### src/rtl/nn_mem_loader.sv
// nn_mem_loader: stream-to-BRAM loader for one framed network image.
// A frame is a little-endian header word N, N payload words and a trailer word
// holding the modulo-2^DATA_LEN sum of the payload. Payload word i is written to
// BRAM address BASE_ADDR + i. done_o pulses at frame end, and error_o reports a
// rejected length or a checksum mismatch.
// Ports:
//   clk_i, reset_i       clock, asynchronous active-low reset
//   s_data_i/s_valid_i   input byte stream; s_ready_o accepts it
//   wr_ena_o/addr/data   BRAM write port (one-cycle strobe)
//   busy_o, done_o       frame in progress, end-of-frame pulse
//   error_o              sticky frame error, cleared by the next frame's first byte
//   words_o              payload words written in the current or last frame
module nn_mem_loader #(
    parameter int unsigned ADDR_LEN  = 2**16,
    parameter int unsigned DATA_LEN  = 32,
    parameter int unsigned BASE_ADDR = 0
) (
    input  logic                        clk_i,
    input  logic                        reset_i,
    input  logic [7:0]                  s_data_i,
    input  logic                        s_valid_i,
    output logic                        s_ready_o,
    output logic                        wr_ena_o,
    output logic [$clog2(ADDR_LEN)-1:0] wr_addr_o,
    output logic [DATA_LEN-1:0]         wr_data_o,
    output logic                        busy_o,
    output logic                        done_o,
    output logic                        error_o,
    output logic [$clog2(ADDR_LEN):0]   words_o
);

    localparam int unsigned AW   = $clog2(ADDR_LEN);
    localparam int unsigned AW1  = AW + 1;
    localparam int unsigned BPW  = DATA_LEN / 8;
    localparam int unsigned CNTW = (BPW > 1) ? $clog2(BPW) : 1;
    localparam int unsigned CW   = (DATA_LEN > AW1) ? DATA_LEN : AW1;
    localparam logic [AW1-1:0]  LIMIT    = AW1'(ADDR_LEN - BASE_ADDR);
    localparam logic [CNTW-1:0] CNT_LAST = CNTW'(BPW - 1);

    typedef enum logic [1:0] {
        HDR     = 2'd0,
        PAYLOAD = 2'd1,
        CSUM    = 2'd2,
        DONE    = 2'd3
    } state_e;

    state_e              state_q, state_d;
    logic [CNTW-1:0]     cnt_q, cnt_d;
    logic [DATA_LEN-1:0] asm_q, asm_d;
    logic [DATA_LEN-1:0] sum_q, sum_d;
    logic [AW1-1:0]      n_q, n_d;
    logic [AW1-1:0]      words_q, words_d;
    logic                wr_ena_q, wr_ena_d;
    logic [AW-1:0]       wr_addr_q, wr_addr_d;
    logic [DATA_LEN-1:0] wr_data_q, wr_data_d;
    logic                busy_q, busy_d;
    logic                done_q, done_d;
    logic                error_q, error_d;
    logic                ready_q, ready_d;

    logic                hs_c;
    logic                last_c;
    logic [DATA_LEN-1:0] word_c;
    logic [AW1-1:0]      words_inc_c;
    logic                bad_len_c;

    assign hs_c   = s_valid_i & ready_q;
    assign last_c = (cnt_q == CNT_LAST);
    // New byte enters at the top and older bytes move down, so after BPW bytes
    // the first byte of the word sits in bits [7:0].
    assign word_c      = DATA_LEN'({s_data_i, asm_q} >> 8);
    assign words_inc_c = words_q + AW1'(1);
    assign bad_len_c   = (word_c == '0) || (CW'(word_c) > CW'(LIMIT));

    // Next-state and registered-output logic
    always_comb begin
        state_d   = state_q;
        cnt_d     = cnt_q;
        asm_d     = asm_q;
        sum_d     = sum_q;
        n_d       = n_q;
        words_d   = words_q;
        wr_ena_d  = 1'b0;
        wr_addr_d = wr_addr_q;
        wr_data_d = wr_data_q;
        busy_d    = busy_q;
        error_d   = error_q;

        if (hs_c) begin
            asm_d = word_c;
            cnt_d = last_c ? '0 : cnt_q + CNTW'(1);
        end

        case (state_q)
            HDR: begin
                if (hs_c) begin
                    // First byte of a frame opens it; a rejection below may re-set error.
                    if (cnt_q == '0) begin
                        busy_d  = 1'b1;
                        error_d = 1'b0;
                        words_d = '0;
                    end
                    if (last_c) begin
                        if (bad_len_c) begin
                            error_d = 1'b1;
                            state_d = DONE;
                        end else begin
                            n_d     = AW1'(word_c);
                            sum_d   = '0;
                            state_d = PAYLOAD;
                        end
                    end
                end
            end
            PAYLOAD: begin
                if (hs_c && last_c) begin
                    wr_ena_d  = 1'b1;
                    wr_addr_d = AW'(BASE_ADDR) + AW'(words_q);
                    wr_data_d = word_c;
                    sum_d     = sum_q + word_c;
                    words_d   = words_inc_c;
                    if (words_inc_c == n_q) begin
                        state_d = CSUM;
                    end
                end
            end
            CSUM: begin
                if (hs_c && last_c) begin
                    if (word_c != sum_q) begin
                        error_d = 1'b1;
                    end
                    state_d = DONE;
                end
            end
            DONE: begin
                state_d = HDR;
            end
            default: begin
                state_d = HDR;
            end
        endcase

        // The DONE cycle is flagged by registered outputs derived from the next state.
        if (state_d == DONE) begin
            busy_d = 1'b0;
        end
        done_d  = (state_d == DONE);
        ready_d = (state_d != DONE);
    end

    // State and output registers
    always_ff @(posedge clk_i or negedge reset_i) begin
        if (!reset_i) begin
            state_q   <= HDR;
            cnt_q     <= '0;
            asm_q     <= '0;
            sum_q     <= '0;
            n_q       <= '0;
            words_q   <= '0;
            wr_ena_q  <= 1'b0;
            wr_addr_q <= '0;
            wr_data_q <= '0;
            busy_q    <= 1'b0;
            done_q    <= 1'b0;
            error_q   <= 1'b0;
            ready_q   <= 1'b0;
        end else begin
            state_q   <= state_d;
            cnt_q     <= cnt_d;
            asm_q     <= asm_d;
            sum_q     <= sum_d;
            n_q       <= n_d;
            words_q   <= words_d;
            wr_ena_q  <= wr_ena_d;
            wr_addr_q <= wr_addr_d;
            wr_data_q <= wr_data_d;
            busy_q    <= busy_d;
            done_q    <= done_d;
            error_q   <= error_d;
            ready_q   <= ready_d;
        end
    end

    assign s_ready_o = ready_q;
    assign wr_ena_o  = wr_ena_q;
    assign wr_addr_o = wr_addr_q;
    assign wr_data_o = wr_data_q;
    assign busy_o    = busy_q;
    assign done_o    = done_q;
    assign error_o   = error_q;
    assign words_o   = words_q;

endmodule

### config.mk
export PLATFORM = sky130hd
export DESIGN_NAME = nn_mem_loader
export DESIGN_NICKNAME = d
export VERILOG_FILES = /design/src/rtl/nn_mem_loader.sv
export SDC_FILE = /design/constraint.sdc
export NUM_CORES = 1
export LEC_CHECK = 0
export CORE_MARGIN = 2
export CORE_UTILIZATION = 50
export CTS_CLUSTER_DIAMETER = 80
export DETAILED_ROUTE_END_ITERATION = 16
export PLACE_DENSITY = 0.77
export SYNTH_ARGS = -nofsm -noshare
export SYNTH_HDL_FRONTEND = slang
export SYNTH_SLANG_ARGS = --single-unit
### constraint.sdc
create_clock -name clk_i -period 4.2 [get_ports clk_i]
set_clock_uncertainty 0.15 [all_clocks]
set_input_delay 0.84 -clock clk_i [delete_from_list [all_inputs] [get_ports clk_i]]
set_output_delay 0.84 -clock clk_i [all_outputs]
set_load 0.005 [all_outputs]
==> impl_results.md <==
- Worst-skew pair later-pin latency: 0.43 ns
- Net switching power: 0.00235 W
- Area of the placeable core: 15300 um2
- Finished Core Util: 61.7%
- Unrepaired setup endpoints after global routing: false
- Path category of the worst min-delay check: primary input to async pin
- Via count of the first global-routing pass: 5844
- Total die area: 16700 um2
- Max-capacitance violation count: 0
- Residual DRC count: 0
- Total global routing overflow: 0
- Share of layout cells above drive strength 1: 10.9%
- Part of the Yosys area used for sequential elements: 47.0%
- Final setup violation count: 0
- Final max-slew violation count: 0
- Final Hold Violating Endpoints: 0
- CP Max Fanout: 5
- Syn. warnings: 0
- Final min period: 3.35 ns
- Cell at the root of the clock tree: clkbuf_16
- Count of buffers from port buffering: 80
- CTS resizes: 0
- Width of the die: 129 um
- Maximum resistive drop on vdd: 338 uV
- Cell count after synthesis: 813
- Flop pwr share: 35.5%
- GRT Util Overall: 23.5%
- Run status: finished clean
- Placer congestion estimate: 0.890
- Switching fraction of total power: 37.1%
- Clock network power share: 24.4%
- Endpoint class of the critical path: flop
- Total negative setup slack: 0 ns
- Highest attainable clock frequency: 299 MHz
- Clock tree from TritonCTS: done
- Multi-input logic area: 3920 um2
- Hold Worst Slack: 0.293 ns
- Count of TritonRoute iterations in the first routing pass: 5
- Largest net degree at the start of global routing: 87
- Synth Cell Area: 7820 um2
- Count of flip-flops with a built-in enable after synthesis: 0
- Internal power component: 0.00398 W
- Fill cell instance count of the final layout: 1263
- Die height: 129 um
- Number of clock buffers inserted by TritonCTS: 17
- Detailed-route wire length: 18400 um
- Proportion of register bits with asynchronous set or reset after synthesis: 100%
- Area growth, synth to finish: 20.3%
- Max Buffers Root-to-Sink: 2
- Number of nets produced by synthesis: 859
- Initial core utilization: 51.3%
- Slew @ Worst Pin: 0.885 ns
- Total via count after detailed routing: 6150
- Post-CTS setup buffers: 0
- Mean instance size in the synthesized netlist: 9.62 um2
- Most common flop cell mapped by yosys: dfrtp_1
- Number of antenna violations at the first check in global routing: 0
- CTS Sinks: 147
- Kind of start point of the critical path: flop
- Static leakage: 4.38 nW
- Distinct cell type count of the synthesized netlist: 73
- Most frequent standard cell in the layout excluding fill and tap cells: nand2_1
- Final period util: 79.7%
- Final nets: 931
- WP data arrival: 3.47 ns
- Total of flip-flops plus latches after synthesis: 147
- Average via count per standard cell: 5.55
- Total power of the final layout: 0.00633 W
- Top-level port count: 81
- Portion of total power attributed to combinational logic: 40.0%
- Worst Setup Path Type: flop to flop
- Count of nets left with antenna violations after detail routing: 0
- H-tree levels: 4
- # rows: 45
- CTS Hold Buffers Added: 0
- Power per cell area: 673 nW/um2
- Count of inserted antenna diode cells: 0
- Wire length of the first global-routing pass: 30500 um
- Area taken by flip-flops and latches: 3680 um2
- Post-detailed-route wirelength per cell: 16.6 um
- Placed wire-length estimate after detailed placement: 12500 um
- Worst max-slew margin expressed relative to the limit: 41.0%
- Register clock-pin slew on the reported worst setup and hold paths: 0.06 ns
- Starting DRC count in detailed routing: 473
- Commonest cells after routing, fill and taps aside: nand2_1 (213), dfrtp_1 (147), clkdlybuf4s50_1 (79)
- Critical path data required time: 4.32 ns
[cells by family after synthesis]
family	share of synthesized area (%)
and+or+nand+nor	19.2
AOI/OAI and AO/OA	13.0
DFF	47.0
xor gates and xnor gates	6.48
buffers and inverters	2.80
muxes	5.76
adders and majority gates	5.70
[power groups by stage]
stage	combinational (W)	clock, W	sequential, W
3_5_place_dp	0.00251	0	0.00226
2_1_floorplan	0.00174	0	0.00213
3_3_place_gp	0.00246	0	0.00227
4_1_cts	0.00253	0.00157	0.00225
5_1_grt	0.00284	0.00163	0.00231
6_report	0.00254	0.00155	0.00225
[per-stage QoR]
| stage | setup slack [ns] | cell area [um2] | cells |
|---|---|---|---|
| finish | 0.853 | 9410 | 1109 |
| global route | 0.635 | 9410 | 1109 |
| CTS | 0.875 | 9410 | 1109 |
| detailed placement | 0.526 | 8800 | 1077 |
| global placement | 0.605 | 8800 | 1077 |
| floorplan | 1.23 | 7820 | 813 |
[worst max-delay path, stage by stage (launching register included)]
cell      delay [ns]
dfrtp_1         0.48
ha_1            0.28
fa_1            0.43
a211oi_1        0.31
o21bai_1        0.17
o22ai_2         0.25
o21ai_2         0.14
a31oi_2         0.35
o31ai_4         0.13
o41ai_2         0.27
xor2_1          0.17
o21ai_1         0.07
[Yosys cell counts, types with 7 or more instances]
master / number / area share (%)
nor3_1: 7 / 0.45
nand3_1: 14 / 0.90
inv_1: 16 / 0.77
o21ai_0: 52 / 3.3
nor4_1: 14 / 1.1
dfrtp_1: 147 / 47
nor2_1: 31 / 1.5
clkbuf_1: 24 / 1.2
nand2_1: 213 / 10
mux2_2: 34 / 4.9
a21oi_1: 32 / 2.0
xnor2_1: 30 / 3.4
xor2_1: 26 / 2.9
a21o_1: 14 / 1.3
o31ai_1: 13 / 1.2
ha_1: 34 / 5.4
[sequential cells by signal, indices dropped and copies added, names as in the netlist]
| signal | count |
|---|---|
| sum_q | 32 |
| wr_data_o | 32 |
| asm_q | 24 |
| n_q | 17 |
| words_o | 17 |
| wr_addr_o | 16 |
| cnt_q | 2 |
| state_q | 2 |
| busy_o | 1 |
| done_o | 1 |
| error_o | 1 |
| s_ready_o | 1 |
| wr_ena_o | 1 |
[final timing paths]
kind | startpoint | endpoint | slack, ns | depth (start not counted)
worst max-delay path | asm_q[8] | sum_q[30] | 0.85 | 11
worst min-delay path | reset_i | wr_ena_o | 0.29 | 1
max in group asynchronous | reset_i | wr_data_o[18] | 2.79 | 2
worst max register to register | asm_q[8] | sum_q[30] | 0.85 | 11
min in group clk_i | wr_addr_o[15] | wr_addr_o[15] | 0.32 | 2
worst min register to register | wr_addr_o[15] | wr_addr_o[15] | 0.32 | 2
[metal layers]
layer	part of all wire, %	up-vias	global-route usage [%]	wire length [um]
li1	-	2964	-	-
met2	47	154	36.0	8650
met4	1.5	0	7.86	272
met5	0	-	0	0
met3	4.2	23	5.28	778
met1	47	3009	33.4	8730
[final cells by class]
type	count	share of cell area, %
clock buffer	21	4.79
clock inverter	11	1.62
inverter	17	0.678
multi-input combinational	614	41.7
sequential	147	39.1
tap	211	2.81
timing repair buffer	88	9.30
Note: power is estimated with default switching activity, not from simulation.
